[src/rtl/rv_ctrl_pkg.sv]
// Shared encodings for the multicycle RV32I control path: FSM states, opcodes,
// and the mux/ALU select codes also consumed by imm_gen and the datapath.
package rv_ctrl_pkg;

  typedef enum logic [3:0] {
    S_FETCH    = 4'd0,
    S_DECODE   = 4'd1,
    S_MEMADR   = 4'd2,
    S_MEMREAD  = 4'd3,
    S_MEMWB    = 4'd4,
    S_MEMWRITE = 4'd5,
    S_EXECR    = 4'd6,
    S_EXECI    = 4'd7,
    S_ALUWB    = 4'd8,
    S_BEQ      = 4'd9,
    S_JAL      = 4'd10,
    S_ILLEGAL  = 4'd11
  } state_e;

  localparam logic [6:0] OP_LOAD  = 7'b0000011;
  localparam logic [6:0] OP_STORE = 7'b0100011;
  localparam logic [6:0] OP_RTYPE = 7'b0110011;
  localparam logic [6:0] OP_ITYPE = 7'b0010011;
  localparam logic [6:0] OP_BEQ   = 7'b1100011;
  localparam logic [6:0] OP_JAL   = 7'b1101111;

  typedef enum logic [1:0] {
    IMM_I = 2'b00,
    IMM_S = 2'b01,
    IMM_B = 2'b10,
    IMM_J = 2'b11
  } imm_src_e;

  typedef enum logic [1:0] {
    SRCA_PC    = 2'b00,
    SRCA_OLDPC = 2'b01,
    SRCA_RS1   = 2'b10
  } src_a_e;

  typedef enum logic [1:0] {
    SRCB_RS2  = 2'b00,
    SRCB_IMM  = 2'b01,
    SRCB_FOUR = 2'b10
  } src_b_e;

  typedef enum logic [1:0] {
    RES_ALUOUT = 2'b00,
    RES_MEM    = 2'b01,
    RES_ALU    = 2'b10
  } result_src_e;

  typedef enum logic [1:0] {
    ALUOP_ADD   = 2'b00,
    ALUOP_SUB   = 2'b01,
    ALUOP_FUNCT = 2'b10
  } alu_op_e;

  typedef enum logic [2:0] {
    ALU_ADD = 3'b000,
    ALU_SUB = 3'b001,
    ALU_AND = 3'b010,
    ALU_OR  = 3'b011,
    ALU_SLT = 3'b101
  } alu_ctrl_e;

endpackage

[src/rtl/mc_control_fsm_alu_decoder.sv]
// Maps the FSM's coarse alu_op plus instruction function bits to an ALU opcode.
module alu_decoder
  import rv_ctrl_pkg::*;
(
  input  alu_op_e     alu_op_i,
  input  logic [2:0]  funct3_i,
  input  logic        funct7b5_i,
  input  logic        op5_i,
  output logic [2:0]  alu_control_o
);

  always_comb begin
    alu_control_o = ALU_ADD;
    case (alu_op_i)
      ALUOP_SUB: alu_control_o = ALU_SUB;
      ALUOP_FUNCT: begin
        case (funct3_i)
          // funct7b5 only selects sub for R-type; for addi it is immediate bits
          3'b000:  alu_control_o = (op5_i & funct7b5_i) ? ALU_SUB : ALU_ADD;
          3'b010:  alu_control_o = ALU_SLT;
          3'b110:  alu_control_o = ALU_OR;
          3'b111:  alu_control_o = ALU_AND;
          default: alu_control_o = ALU_ADD;
        endcase
      end
      default: alu_control_o = ALU_ADD;
    endcase
  end

endmodule

[src/rtl/mc_control_fsm.sv]
// Multicycle RV32I control FSM with a watchdog bounding every memory wait.
module mc_control_fsm
  import rv_ctrl_pkg::*;
#(
  parameter int unsigned MEM_TIMEOUT = 16
) (
  input  logic       clk,
  input  logic       rst,
  input  logic [6:0] opcode,
  input  logic [2:0] funct3,
  input  logic       funct7b5,
  input  logic       zero,
  input  logic       mem_ready,
  output logic       mem_req,
  output logic       mem_write,
  output logic       adr_src,
  output logic       ir_write,
  output logic       pc_write,
  output logic       reg_write,
  output logic [1:0] alu_src_a,
  output logic [1:0] alu_src_b,
  output logic [1:0] result_src,
  output logic [1:0] imm_src,
  output logic [2:0] alu_control,
  output logic       illegal_instr,
  output logic       bus_err
);

  state_e     state_q, state_d;
  logic [7:0] wait_cnt_q, wait_cnt_d;
  logic       mem_state, timeout;
  alu_op_e    alu_op;
  logic [2:0] alu_ctrl_raw;

  assign mem_state = (state_q == S_FETCH) || (state_q == S_MEMREAD) || (state_q == S_MEMWRITE);
  assign timeout   = mem_state && !mem_ready && (wait_cnt_q == 8'(MEM_TIMEOUT - 1));

  always_ff @(posedge clk) begin
    if (rst) begin
      state_q    <= S_FETCH;
      wait_cnt_q <= '0;
    end else begin
      state_q    <= state_d;
      wait_cnt_q <= wait_cnt_d;
    end
  end

  always_comb begin
    state_d = state_q;
    case (state_q)
      S_FETCH:  if (mem_ready) state_d = S_DECODE;
      S_DECODE: begin
        case (opcode)
          OP_LOAD, OP_STORE: state_d = S_MEMADR;
          OP_RTYPE:          state_d = S_EXECR;
          OP_ITYPE:          state_d = S_EXECI;
          OP_BEQ:            state_d = S_BEQ;
          OP_JAL:            state_d = S_JAL;
          default:           state_d = S_ILLEGAL;
        endcase
      end
      S_MEMADR:   state_d = (opcode == OP_STORE) ? S_MEMWRITE : S_MEMREAD;
      S_MEMREAD:  if (mem_ready) state_d = S_MEMWB;
      S_MEMWRITE: if (mem_ready) state_d = S_FETCH;
      S_EXECR, S_EXECI, S_JAL: state_d = S_ALUWB;
      default:    state_d = S_FETCH;
    endcase
    // Watchdog abandons the access and restarts from FETCH; FETCH->FETCH still clears the count
    if (timeout) state_d = S_FETCH;
    wait_cnt_d = (mem_state && !mem_ready && !timeout) ? wait_cnt_q + 8'd1 : '0;
  end

  alu_decoder u_alu_decoder (
    .alu_op_i      (alu_op),
    .funct3_i      (funct3),
    .funct7b5_i    (funct7b5),
    .op5_i         (opcode[5]),
    .alu_control_o (alu_ctrl_raw)
  );

  always_comb begin
    logic pc_update, branch;
    pc_update     = 1'b0;
    branch        = 1'b0;
    alu_op        = ALUOP_ADD;
    mem_req       = 1'b0;
    mem_write     = 1'b0;
    adr_src       = 1'b0;
    ir_write      = 1'b0;
    reg_write     = 1'b0;
    alu_src_a     = SRCA_PC;
    alu_src_b     = SRCB_RS2;
    result_src    = RES_ALUOUT;
    imm_src       = IMM_I;
    illegal_instr = 1'b0;
    case (state_q)
      S_FETCH: begin
        mem_req    = 1'b1;
        alu_src_b  = SRCB_FOUR;
        result_src = RES_ALU;
        ir_write   = mem_ready;
        pc_update  = mem_ready;
      end
      S_DECODE: begin
        alu_src_a = SRCA_OLDPC;
        alu_src_b = SRCB_IMM;
        imm_src   = IMM_B;
      end
      S_MEMADR: begin
        alu_src_a = SRCA_RS1;
        alu_src_b = SRCB_IMM;
        imm_src   = (opcode == OP_STORE) ? IMM_S : IMM_I;
      end
      S_MEMREAD: begin
        mem_req = 1'b1;
        adr_src = 1'b1;
      end
      S_MEMWB: begin
        result_src = RES_MEM;
        reg_write  = 1'b1;
      end
      S_MEMWRITE: begin
        mem_req   = 1'b1;
        mem_write = 1'b1;
        adr_src   = 1'b1;
      end
      S_EXECR: begin
        alu_src_a = SRCA_RS1;
        alu_op    = ALUOP_FUNCT;
      end
      S_EXECI: begin
        alu_src_a = SRCA_RS1;
        alu_src_b = SRCB_IMM;
        alu_op    = ALUOP_FUNCT;
      end
      S_ALUWB: reg_write = 1'b1;
      S_BEQ: begin
        alu_src_a = SRCA_RS1;
        alu_op    = ALUOP_SUB;
        branch    = 1'b1;
      end
      S_JAL: begin
        alu_src_a = SRCA_OLDPC;
        alu_src_b = SRCB_FOUR;
        pc_update = 1'b1;
        imm_src   = IMM_J;
      end
      S_ILLEGAL: illegal_instr = 1'b1;
      default: ;
    endcase
    pc_write    = pc_update | (branch & zero);
    bus_err     = timeout;
    alu_control = alu_ctrl_raw;
    if (rst) begin
      mem_req       = 1'b0;
      mem_write     = 1'b0;
      adr_src       = 1'b0;
      ir_write      = 1'b0;
      pc_write      = 1'b0;
      reg_write     = 1'b0;
      alu_src_a     = '0;
      alu_src_b     = '0;
      result_src    = '0;
      imm_src       = '0;
      alu_control   = '0;
      illegal_instr = 1'b0;
      bus_err       = 1'b0;
    end
  end

endmodule

[config.mk]
export PLATFORM = sky130hd
export DESIGN_NAME = mc_control_fsm
export DESIGN_NICKNAME = d
export VERILOG_FILES = /design/src/rtl/rv_ctrl_pkg.sv /design/src/rtl/mc_control_fsm_alu_decoder.sv /design/src/rtl/mc_control_fsm.sv
export SDC_FILE = /design/constraint.sdc
export NUM_CORES = 1
export LEC_CHECK = 0
export CELL_PAD_IN_SITES_DETAIL_PLACEMENT = 0
export CELL_PAD_IN_SITES_GLOBAL_PLACEMENT = 2
export CORE_MARGIN = 3
export CORE_UTILIZATION = 24
export CTS_CLUSTER_DIAMETER = 200
export DETAILED_ROUTE_END_ITERATION = 16
export GPL_ROUTABILITY_DRIVEN = 1
export MAX_ROUTING_LAYER = met4
export PLACE_DENSITY = 0.82
export SLEW_MARGIN = 10
export SYNTH_ARGS = -nofsm -noshare
export SYNTH_HDL_FRONTEND = slang
export SYNTH_SLANG_ARGS = --single-unit
[constraint.sdc]
create_clock -name clk -period 2.4 [get_ports clk]
set_input_delay 0.48 -clock clk [delete_from_list [all_inputs] [get_ports clk]]
set_output_delay 0.48 -clock clk [all_outputs]
set_load 0.05 [all_outputs]
==> reports/qor.yml <==
port_buffers: 33
layout-drive-gt1-share_pct: 32.8
multi_input_area_um2: 767
core_area_um2: 3850
dr_total_vias: 1147
wirelength_um: 2960
synth_seq_cells: 12
clkSlewWorstSetupHoldPaths_ns: 0.05
synth_top_area_share_pct: 23.9
sw_frac_of_total_pct: 45.6
grtUsageMet3_pct: 1.70
synth_edf_count: 0
htree_levels: 1
grt-busiest-layer: "met2"
hold_viol: 0
hp-start: "wait_cnt_q[0]"
avgSynthCellArea_um2: 7.34
slew_headroom_pct: 71.9
end_kind: "output port"
grt_pass1_vias: 1126
holdCritPathClass: "reg -> reg"
postRouteAntennaNets: 0
worst_pin_slew_ns: 0.420
row_count: 22
r2r_cells: 5
p_leak_uw: 0.000743
yosysMostFrequentCell: "nor2_1"
start_kind: "input pin"
wl_per_cell_um: 12.8
maxCapViolations: 0
worst-r2r-setup-slack_ns: 0.78
period_minus_slack_ns: 2.29
layout.nets: 203
synth-main-ff-cell: "dfxtp_1"
clk_latency_ns: 0.23
synth_area_leaders: "dfxtp_1, nor2_1, nor3_1"
die_h_um: 70.7
switchingPower_uw: 694
cts_tree: "yes"
final_core_util_pct: 47.0
start_util_pct: 26.1
dp_hpwl_um: 2340
yosys.area.top_type: "dfxtp_1"
seqPwrFrac_pct: 17.0
p_int_uw: 830
pre_cts_ws_ns: 0.0577
drc: 0
clockBufferDepth: 2
drt_pass1_iterations: 4
dpl.cell_count: 227
grt_overflow_total: 0
seqCellArea_um2: 241
synth_fp_nets: 155
ir_worst_vdd_uv: 297
fin_crit_sh_pct: 95.6
synth_cell_types: 43
crit_fanout: 3
grt_start_max_net_pins: 20
use_met1_pct: 17.0
tritoncts.num_buffers: 3
pin_count: 34
chipWidth_um: 70.7
fillers: 378
ys_warn_count: 0
grt_use_met2_pct: 18.2
gp_congestion: 0.833
clkPwrFrac_pct: 11.3
holdBufCountCts: 0
syn_to_final_growth_pct: 80.2
rr_endpoint: "state_q[0]"
slew_viol_final: 0
critical_path_class: "in -> out"
viasPerCell: 4.97
cts-root-buf: "clkbuf_8"
synth_common_cells: "nor2_1, dfxtp_1, nor3_1"
ys_seq_area_share_pct: 23.9
grt_pass1_wl_um: 4990
min_to: "wait_cnt_q[0]"
hold_depth: 1
fin_ws_ns: 0.105
netlist_area_um2: 1010
synthCells: 137
grt_usage_pct: 12.2
arrival_ns: 1.81
status: "finished clean"
power_density_nw_per_um2: 841
postSynth.asyncResetShare_pct: 0
dr.first_iter.drc_count: 85
setup_viol: 0
instances_no_fill: 231
clock.fmax_ghz: 0.436
cts_sinks: 12
r2r_start: "state_q[0]"
final_area_um2: 1810
grt_antenna_before_repair: 0
combPwrFrac_pct: 71.7
diodes: 0
required_ns: 1.92
finClkSkew_ns: 0.00303
die_area_um2: 5000
post_dp_cell_area_um2: 1710
==> cells in the final DEF (no fill, tap or decap), types with 3 or more instances in the layout <==
| cell | n |
|---|---|
| buf_4 | 19 |
| nand2_1 | 5 |
| clkbuf_8 | 3 |
| and3_1 | 4 |
| o21ai_0 | 3 |
| buf_12 | 17 |
| inv_1 | 7 |
| a21oi_1 | 4 |
| ha_1 | 3 |
| nand2b_1 | 3 |
| nor2_1 | 20 |
| nor2b_1 | 4 |
| dlymetal6s2s_1 | 4 |
| xor2_1 | 4 |
| nor3_1 | 8 |
| nor4_1 | 3 |
| clkdlybuf4s50_1 | 10 |
| nand3_1 | 4 |
| dfxtp_1 | 11 |
| xnor2_1 | 4 |
==> worst max-delay path, stage by stage <==
cell and delay, ns:
clkdlybuf4s50_1 0.45, buf_4 0.17, nor4b_4 0.25, and2_1 0.18
or2_1 0.14, buf_12 0.14
==> power by group through the flow <==
stage	combinational [uW]	clock, uW	sequential, uW
floorplan	665	0	247
global placement	1080	0	256
detailed placement	1080	0	256
CTS	1090	179	254
global route	1160	186	262
finish	1090	172	259
==> kinds of logic after synthesis <==
logic type | Yosys count | share of synthesized area, %
AND/OR/NAND/NOR | 73 | 39.2
flip-flops | 12 | 23.9
XOR/XNOR | 8 | 6.96
AO/OA/AOI/OAI | 24 | 18.0
adder cells (fa/ha/maj) | 3 | 3.73
multiplexers | 1 | 0.995
buffers and inverters | 16 | 7.21
==> flip-flops by register name, indices dropped and copies added, names as in the netlist <==
signal and count:
wait_cnt_q 8, state_q 4
==> worst max-delay path by stage <==
stage / slack [ns] / start / end / cells past startpoint
floorplan: -0.31 / state_q[3] / alu_control[2] / 5
global placement: 0.09 / opcode[3] / imm_src[0] / 6
detailed placement: 0.06 / opcode[3] / imm_src[0] / 6
CTS: 0.02 / state_q[2] / alu_control[2] / 6
global route: -0.01 / opcode[5] / imm_src[0] / 5
finish: 0.11 / rst / pc_write / 6
==> through the flow <==
stage	hold WS, ns	setup TNS [ns]	power, uW
after floorplan	0.413	-0.618	912
after global placement	0.423	0	1340
after detailed placement	0.431	0	1340
after CTS	0.443	0	1520
after global routing	0.487	-0.0109	1610
final	0.446	0	1520
==> per-layer routing <==
metal / routed length (um) / up-vias / share of wire (%)
met5: 0 / - / 0
met4: 0 / 0 / 0
met3: 105 / 0 / 3.6
met2: 1430 / 28 / 48
met1: 1420 / 537 / 48
li1: - / 582 / -
==> area by class of cell <==
type / instances / share of cell area [%]
sequential: 12 / 13.3
inverter: 7 / 1.45
timing repair buffer: 52 / 37.3
clock buffer: 3 / 2.28
tap: 48 / 3.31
multi-input combinational: 109 / 42.3
==> repair_timing <==
item,4_1_cts,5_1_grt
resized for setup,1,11
endpoints found under the setup margin,1,5
hold endpoints to repair,0,0
pin swaps,0,4
setup buffers,0,1
No activity file was read; power rests on OpenSTA's default activity.
